### src/rtl/mem_pkg.sv
// rtl/mem_pkg.sv - shared widths, word/address types and register-file state enum
package mem_pkg;

    localparam int WORD_W     = 16;
    localparam int REG_ADDR_W = 4;
    localparam int REG_DEPTH  = 16;

    typedef logic [WORD_W-1:0]     word_t;
    typedef logic [REG_ADDR_W-1:0] raddr_t;

    typedef enum logic {
        CLEAR = 1'b0,
        READY = 1'b1
    } rf_state_t;

endpackage

### src/rtl/reg_file16_if.sv
// rtl/reg_file16_if.sv - write port, two read ports and busy flag of the register bank
//
// master: drives we/waddr/wdata and re_x/raddr_x, observes rdata_x/rvalid_x/busy
// slave : the register bank itself
interface reg_file16_if #(
    parameter int WIDTH  = mem_pkg::WORD_W,
    parameter int ADDR_W = mem_pkg::REG_ADDR_W
);

    logic              we;
    logic [ADDR_W-1:0] waddr;
    logic [WIDTH-1:0]  wdata;

    logic              re_a;
    logic [ADDR_W-1:0] raddr_a;
    logic [WIDTH-1:0]  rdata_a;
    logic              rvalid_a;

    logic              re_b;
    logic [ADDR_W-1:0] raddr_b;
    logic [WIDTH-1:0]  rdata_b;
    logic              rvalid_b;

    logic              busy;

    modport master (
        output we, waddr, wdata,
        output re_a, raddr_a, re_b, raddr_b,
        input  rdata_a, rvalid_a, rdata_b, rvalid_b, busy
    );

    modport slave (
        input  we, waddr, wdata,
        input  re_a, raddr_a, re_b, raddr_b,
        output rdata_a, rvalid_a, rdata_b, rvalid_b, busy
    );

endinterface

### src/rtl/rf_read_port.sv
// rtl/rf_read_port.sv - one registered read port with zero-word and write bypass
//
// clk_i, resn_i : clock, synchronous active-low reset
// ready_i       : bank has finished its clear sweep
// re_i, raddr_i : read request and address
// we_i, waddr_i, wdata_i : write port, observed for same-edge bypass
// mem_i         : storage contents
// rdata_o, rvalid_o : registered read data and its one-cycle valid strobe
module rf_read_port
    import mem_pkg::*;
#(
    parameter int WIDTH  = WORD_W,
    parameter int DEPTH  = REG_DEPTH,
    parameter int ADDR_W = REG_ADDR_W
) (
    input  logic              clk_i,
    input  logic              resn_i,
    input  logic              ready_i,
    input  logic              re_i,
    input  logic [ADDR_W-1:0] raddr_i,
    input  logic              we_i,
    input  logic [ADDR_W-1:0] waddr_i,
    input  logic [WIDTH-1:0]  wdata_i,
    input  logic [WIDTH-1:0]  mem_i [DEPTH],
    output logic [WIDTH-1:0]  rdata_o,
    output logic              rvalid_o
);

    logic [WIDTH-1:0] rdata_d;
    logic [WIDTH-1:0] rdata_q;
    logic             rvalid_q;

    // Word 0 is hardwired zero; a same-edge write wins over stale storage.
    always_comb begin
        rdata_d = mem_i[raddr_i];
        if (raddr_i == '0) begin
            rdata_d = '0;
        end else if (we_i && (waddr_i == raddr_i)) begin
            rdata_d = wdata_i;
        end
    end

    always_ff @(posedge clk_i) begin
        if (!resn_i) begin
            rdata_q  <= '0;
            rvalid_q <= 1'b0;
        end else if (ready_i && re_i) begin
            rdata_q  <= rdata_d;
            rvalid_q <= 1'b1;
        end else begin
            rvalid_q <= 1'b0;
        end
    end

    assign rdata_o  = rdata_q;
    assign rvalid_o = rvalid_q;

endmodule

### src/rtl/reg_file16.sv
// rtl/reg_file16.sv - 16x16 register bank, one write and two read ports, self-clearing after reset
//
// CLK : clock, all state changes on the rising edge
// RES : synchronous active-low reset
// bus : reg_file16_if slave (write port, read ports A/B, busy)
module reg_file16
    import mem_pkg::*;
#(
    parameter int WIDTH  = WORD_W,
    parameter int DEPTH  = REG_DEPTH,
    parameter int ADDR_W = REG_ADDR_W
) (
    input  logic        CLK,
    input  logic        RES,
    reg_file16_if.slave bus
);

    rf_state_t         state_q;
    logic [ADDR_W-1:0] ptr_q;
    logic              busy_q;
    logic [WIDTH-1:0]  mem_q [DEPTH];
    logic              ready;

    assign ready = (state_q == READY);

    // The sweep visits every word once; the edge that clears the last word
    // releases the bank, and the pointer wraps back to 0 for the next reset.
    always_ff @(posedge CLK) begin
        if (!RES) begin
            state_q <= CLEAR;
            ptr_q   <= '0;
            busy_q  <= 1'b1;
        end else if (state_q == CLEAR) begin
            ptr_q <= ptr_q + 1'b1;
            if (ptr_q == ADDR_W'(DEPTH - 1)) begin
                state_q <= READY;
                busy_q  <= 1'b0;
            end
        end
    end

    // Storage is deliberately outside reset: contents are cleared by the sweep.
    always_ff @(posedge CLK) begin
        if (RES) begin
            if (state_q == CLEAR) begin
                mem_q[ptr_q] <= '0;
            end else if (bus.we && (bus.waddr != '0)) begin
                mem_q[bus.waddr] <= bus.wdata;
            end
        end
    end

    rf_read_port #(.WIDTH(WIDTH), .DEPTH(DEPTH), .ADDR_W(ADDR_W)) u_port_a (
        .clk_i   (CLK),
        .resn_i  (RES),
        .ready_i (ready),
        .re_i    (bus.re_a),
        .raddr_i (bus.raddr_a),
        .we_i    (bus.we),
        .waddr_i (bus.waddr),
        .wdata_i (bus.wdata),
        .mem_i   (mem_q),
        .rdata_o (bus.rdata_a),
        .rvalid_o(bus.rvalid_a)
    );

    rf_read_port #(.WIDTH(WIDTH), .DEPTH(DEPTH), .ADDR_W(ADDR_W)) u_port_b (
        .clk_i   (CLK),
        .resn_i  (RES),
        .ready_i (ready),
        .re_i    (bus.re_b),
        .raddr_i (bus.raddr_b),
        .we_i    (bus.we),
        .waddr_i (bus.waddr),
        .wdata_i (bus.wdata),
        .mem_i   (mem_q),
        .rdata_o (bus.rdata_b),
        .rvalid_o(bus.rvalid_b)
    );

    assign bus.busy = busy_q;

endmodule

### src/flat_wrapper.sv
// flat-port wrapper written by rule: the top's interface ports become plain ports
module reg_file16_flat import mem_pkg::*;
#(
    parameter int WIDTH  = WORD_W,
    parameter int DEPTH  = REG_DEPTH,
    parameter int ADDR_W = REG_ADDR_W
)
  (CLK, RES, bus_we, bus_waddr, bus_wdata, bus_re_a, bus_raddr_a, bus_re_b, bus_raddr_b, bus_rdata_a, bus_rvalid_a, bus_rdata_b, bus_rvalid_b, bus_busy);
  reg_file16_if #(.WIDTH(WIDTH), .ADDR_W(ADDR_W)) bus_i ();
  input  logic CLK;
  input  logic RES;
  input wire logic [$bits(bus_i.we)-1:0] bus_we;
  input wire logic [$bits(bus_i.waddr)-1:0] bus_waddr;
  input wire logic [$bits(bus_i.wdata)-1:0] bus_wdata;
  input wire logic [$bits(bus_i.re_a)-1:0] bus_re_a;
  input wire logic [$bits(bus_i.raddr_a)-1:0] bus_raddr_a;
  input wire logic [$bits(bus_i.re_b)-1:0] bus_re_b;
  input wire logic [$bits(bus_i.raddr_b)-1:0] bus_raddr_b;
  output wire logic [$bits(bus_i.rdata_a)-1:0] bus_rdata_a;
  output wire logic [$bits(bus_i.rvalid_a)-1:0] bus_rvalid_a;
  output wire logic [$bits(bus_i.rdata_b)-1:0] bus_rdata_b;
  output wire logic [$bits(bus_i.rvalid_b)-1:0] bus_rvalid_b;
  output wire logic [$bits(bus_i.busy)-1:0] bus_busy;
  assign bus_i.we = bus_we;
  assign bus_i.waddr = bus_waddr;
  assign bus_i.wdata = bus_wdata;
  assign bus_i.re_a = bus_re_a;
  assign bus_i.raddr_a = bus_raddr_a;
  assign bus_i.re_b = bus_re_b;
  assign bus_i.raddr_b = bus_raddr_b;
  assign bus_rdata_a = bus_i.rdata_a;
  assign bus_rvalid_a = bus_i.rvalid_a;
  assign bus_rdata_b = bus_i.rdata_b;
  assign bus_rvalid_b = bus_i.rvalid_b;
  assign bus_busy = bus_i.busy;
  reg_file16 #(.WIDTH(WIDTH), .DEPTH(DEPTH), .ADDR_W(ADDR_W)) u_core (.CLK(CLK), .RES(RES), .bus(bus_i));
endmodule
### config.mk
export PLATFORM = sky130hd
export DESIGN_NAME = reg_file16_flat
export DESIGN_NICKNAME = d
export VERILOG_FILES = /design/src/rtl/mem_pkg.sv /design/src/rtl/reg_file16_if.sv /design/src/rtl/rf_read_port.sv /design/src/rtl/reg_file16.sv /design/src/flat_wrapper.sv
export SDC_FILE = /design/constraint.sdc
export NUM_CORES = 1
export LEC_CHECK = 0
export CORE_AREA = 2 2 201 203
export CTS_CLUSTER_DIAMETER = 30
export CTS_CLUSTER_SIZE = 40
export DETAILED_ROUTE_END_ITERATION = 12
export DIE_AREA = 0 0 203 205
export GPL_TIMING_DRIVEN = 0
export SLEW_MARGIN = 20
export SYNTH_ARGS = -nofsm -noshare
export SYNTH_HDL_FRONTEND = slang
export SYNTH_SLANG_ARGS = --single-unit
export TNS_END_PERCENT = 100
### constraint.sdc
create_clock -name CLK -period 5.4 [get_ports CLK]
set_input_delay 1.08 -clock CLK [delete_from_list [all_inputs] [get_ports CLK]]
set_output_delay 1.08 -clock CLK [all_outputs]
set_load 0.03 [all_outputs]
==> flow_summary_export.csv <==
group,metric,value,unit
run_status,status,"completed",
cts,post-cts-setup-buffers,0,
hold_path,hold_class,"flop to flop",
synthesis,ys_ff_latch,296,
timing,final-max-slew-violation-count,0,
timing,whs,0.468,ns
worst_setup_path,path_delay_family,"buffers and inverters",
placement,placed_area,18600,sq um
placement,dp_hpwl,48400,microns
synthesis,ys_warn_count,0,
placement,numPortBuffers,64,
timing,fin_crit_sh,69.7,%
placement,dp_cells,2177,
cts,clkLatencyLatePin,0.59,ns
synthesis,yosysTopAreaCellShare,45.0,%
cells_and_area,nets,1769,
synthesis,synth-edff-count,256,
power,leakage,8.02,nW
placement,pre_cts_ws,1.14,ns
cells_and_area,area.growth.synth_to_final,24.6,%
worst_setup_path,end_kind,"flop",
cts,cts_resized,0,
drt,post_drt_wl_per_cell,27.6,microns
die,initial_core_util,43.4,%
synthesis,synthSimpleGateAreaFrac,11.9,%
synthesis,synth.avg_cell_area,10.8,sq um
synthesis,yosysTopAreaCell,"edfxtp_1",
synthesis,synth_compound_area_share,16.7,%
cells_and_area,final_area,21300,sq um
timing,worst_slack,1.64,ns
grt,globalRoute.totalOverflow,0,
placement,gp_congestion,1.02,
drt,drc,0,
run,max-cap-violations,0,
timing,fmax,266,MHz
timing,tightest_slew,1.09,ns
synthesis,yosys-top-cells-count,"278 x nand2_1, 257 x o21ai_0, 256 x edfxtp_1, 145 x mux2_2, 86 x clkbuf_1",
cts,cts_hold_buf,0,
worst_setup_path,critical_path.startpoint_type,"input pin",
synthesis,synth_area,17100,sq um
power,power,8.32,mW
synthesis,synth_cells,1576,
cts,htree_levels,3,
die,core,39400,sq um
synthesis,syn_nets,1613,
cells_and_area,drive_above_1_share,21.5,%
timing,hold_viol_final,0,
synthesis,yosysMostFrequentCell,"nand2_1",
synthesis,seq_area_frac_synth,49.7,%
cts,cts_sinks,296,
cells_and_area,utilization,54.1,%
worst_setup_path,crit_type,"input pin to flop",
timing,fin_skew,0.0192,ns
drt,antenna_left,0,
grt,track_usage,30.9,%
power,vdd_drop_max,0.000286,V
synthesis,synth-main-ff-cell,"edfxtp_1",
synthesis,async_reset_ff_share,0,%
worst_setup_path,crit_slowest_cell,"or4_1",
timing,max-slew-margin-rel,26.8,%
cts,cts_made_buffers,78,
worst_setup_path,crit_required,5.73,ns
drt,drt_iter0_drc,1866,
synthesis,synthAdderAreaFrac,0.293,%
grt,grt_pass1_vias,14196,
die,design.die.area,41600,sq um
worst_setup_path,max_stage_delay,0.55,ns
grt,grt_first_pass_wirelength,93500,microns
drt,viasPerCell,6.21,
cts,cts_buffer_depth,3,
worst_setup_path,cp.arrival,4.09,ns
die,die_x,203,microns
timing,fin_crit,3.76,ns
grt,grt_max_degree,17,
worst_setup_path,crit_fanout,10,
die,rows,73,
power,powerDensity,391,nW/um^2
cts,cts_root_buffer,"clkbuf_16",
cts,cts.clk_slew.worst_paths,0.04,ns
worst_setup_path,path_cells,"clkdlybuf4s50_1 > or4_1 > clkbuf_1 > a21bo_2 > nand2_1 > buf_2 > a21oi_2 > buf_6",
grt,antenna_found_initial,1,
synthesis,synth_xor_area_share,0.564,%
timing,setup_viol,0,
drt,drt_first_pass_iters,6,
worst_setup_path,crit_buf_inv,4,
die,die_h,205,microns
synthesis,synthMuxAreaShare,16.9,%
synthesis,yosys-top-cells-area,"edfxtp_1 45%, mux2_2 9.6%, o21ai_0 7.5%",
die,io_pins,68,
synthesis,synth_cell_type_count,51,
timing,rsz0062_at_grt,"no",
synthesis,synth_top_family_by_area,"multiplexers",
drt,drt_wl_total,64100,microns
timing,setup_tns,0,ns
drt,vias,14409,
cells_and_area,instances_no_fill,2321,
cts,cts_tree,"yes",
==> power breakdown <==
part | internal [mW] | switching [mW] | leakage [nW] | total (mW)
sequential | 2.67 | 0.104 | 2.85 | 2.77
clock | 3.35 | 1.42 | 1.30 | 4.76
combinational | 0.319 | 0.468 | 3.87 | 0.787
==> sequential cells by signal, indices dropped and copies added (netlist names) <==
| name | count |
|---|---|
| u_core.ready | 1 |
| u_core.u_port_b.rdata_o | 16 |
| u_core.ptr_q | 4 |
| u_core.mem_q | 256 |
| u_core.u_port_b.rvalid_o | 1 |
| u_core.bus.busy | 1 |
| u_core.u_port_a.rdata_o | 16 |
| u_core.u_port_a.rvalid_o | 1 |
==> cell families (layout without fill, tap and decap cells) <==
group	Yosys count	count (layout)
AOI/OAI and AO/OA	453	453
and+or+nand+nor	442	442
DFF	296	296
muxes	224	224
buffers and inverters	146	364
xor gates and xnor gates	11	11
adders and majority gates	4	4
other	0	2
==> worst register-to-register path, stage by stage, from the launching register on <==
cell and delay [ns]:
dfxtp_1 0.33, clkbuf_1 0.41, clkbuf_1 0.80, clkbuf_1 0.81, a21oi_2 0.40, buf_6 0.27
==> cell usage in the layout (no fill, tap or decap), types with 6 or more instances in the layout <==
| cell | synthesis | routed |
|---|---|---|
| nand2_1 | 278 | 278 |
| o21ai_0 | 257 | 257 |
| edfxtp_1 | 256 | 256 |
| mux2_2 | 145 | 145 |
| clkbuf_1 | 86 | 101 |
| clkbuf_16 | 0 | 80 |
| and2_1 | 65 | 65 |
| clkdlybuf4s50_1 | 0 | 64 |
| a22oi_1 | 43 | 43 |
| dfxtp_1 | 40 | 40 |
| nand3_1 | 34 | 34 |
| a31oi_1 | 34 | 34 |
| mux4_2 | 33 | 33 |
| mux2i_1 | 33 | 33 |
| a222oi_1 | 32 | 32 |
| o32a_1 | 31 | 31 |
| buf_2 | 28 | 28 |
| nor2b_1 | 22 | 21 |
| buf_6 | 8 | 19 |
| clkinv_2 | 0 | 17 |
| inv_1 | 14 | 14 |
| bufinv_16 | 0 | 14 |
| a21oi_1 | 27 | 12 |
| a21oi_2 | 0 | 11 |
| o22a_1 | 11 | 11 |
| mux2_4 | 11 | 11 |
| nor2_1 | 9 | 9 |
| a2bb2oi_1 | 9 | 9 |
| clkinv_1 | 0 | 8 |
| nor3_1 | 7 | 7 |
| xor2_1 | 6 | 6 |
| and3_1 | 6 | 6 |
==> routing by layer <==
layer | routed length [microns] | global-route usage [%] | vias to the layer above
li1 | - | - | 6347
met1 | 25700 | 40.3 | 7096
met2 | 29400 | 48.9 | 837
met3 | 7320 | 9.42 | 127
met4 | 1650 | 10.5 | 2
met5 | 43 | 0 | -
==> area by class of cell <==
class / count / area (sq um)
Timing Repair Buffer: 76 / 779
Buffer: 132 / 611
Inverter: 14 / 52.6
Sequential cell: 296 / 8490
Clock inverter: 47 / 608
Multi-Input combinational cell: 1134 / 8030
Antenna cell: 2 / 5.00
Fill cell: 3379 / 18100
Clock buffer: 95 / 2060
Tap cell: 525 / 657
==> worst paths after layout <==
| kind | start | end | slack, ns | depth (start not counted) |
|---|---|---|---|---|
| max reg2reg | u_core.ready | u_core.mem_q[214] | 2.13 | 5 |
| min | u_core.bus.busy | u_core.bus.busy | 0.47 | 2 |
| min reg2reg | u_core.bus.busy | u_core.bus.busy | 0.47 | 2 |
| max | bus_waddr[1] | u_core.mem_q[214] | 1.64 | 8 |
Note: power is estimated with default switching activity, not from simulation.
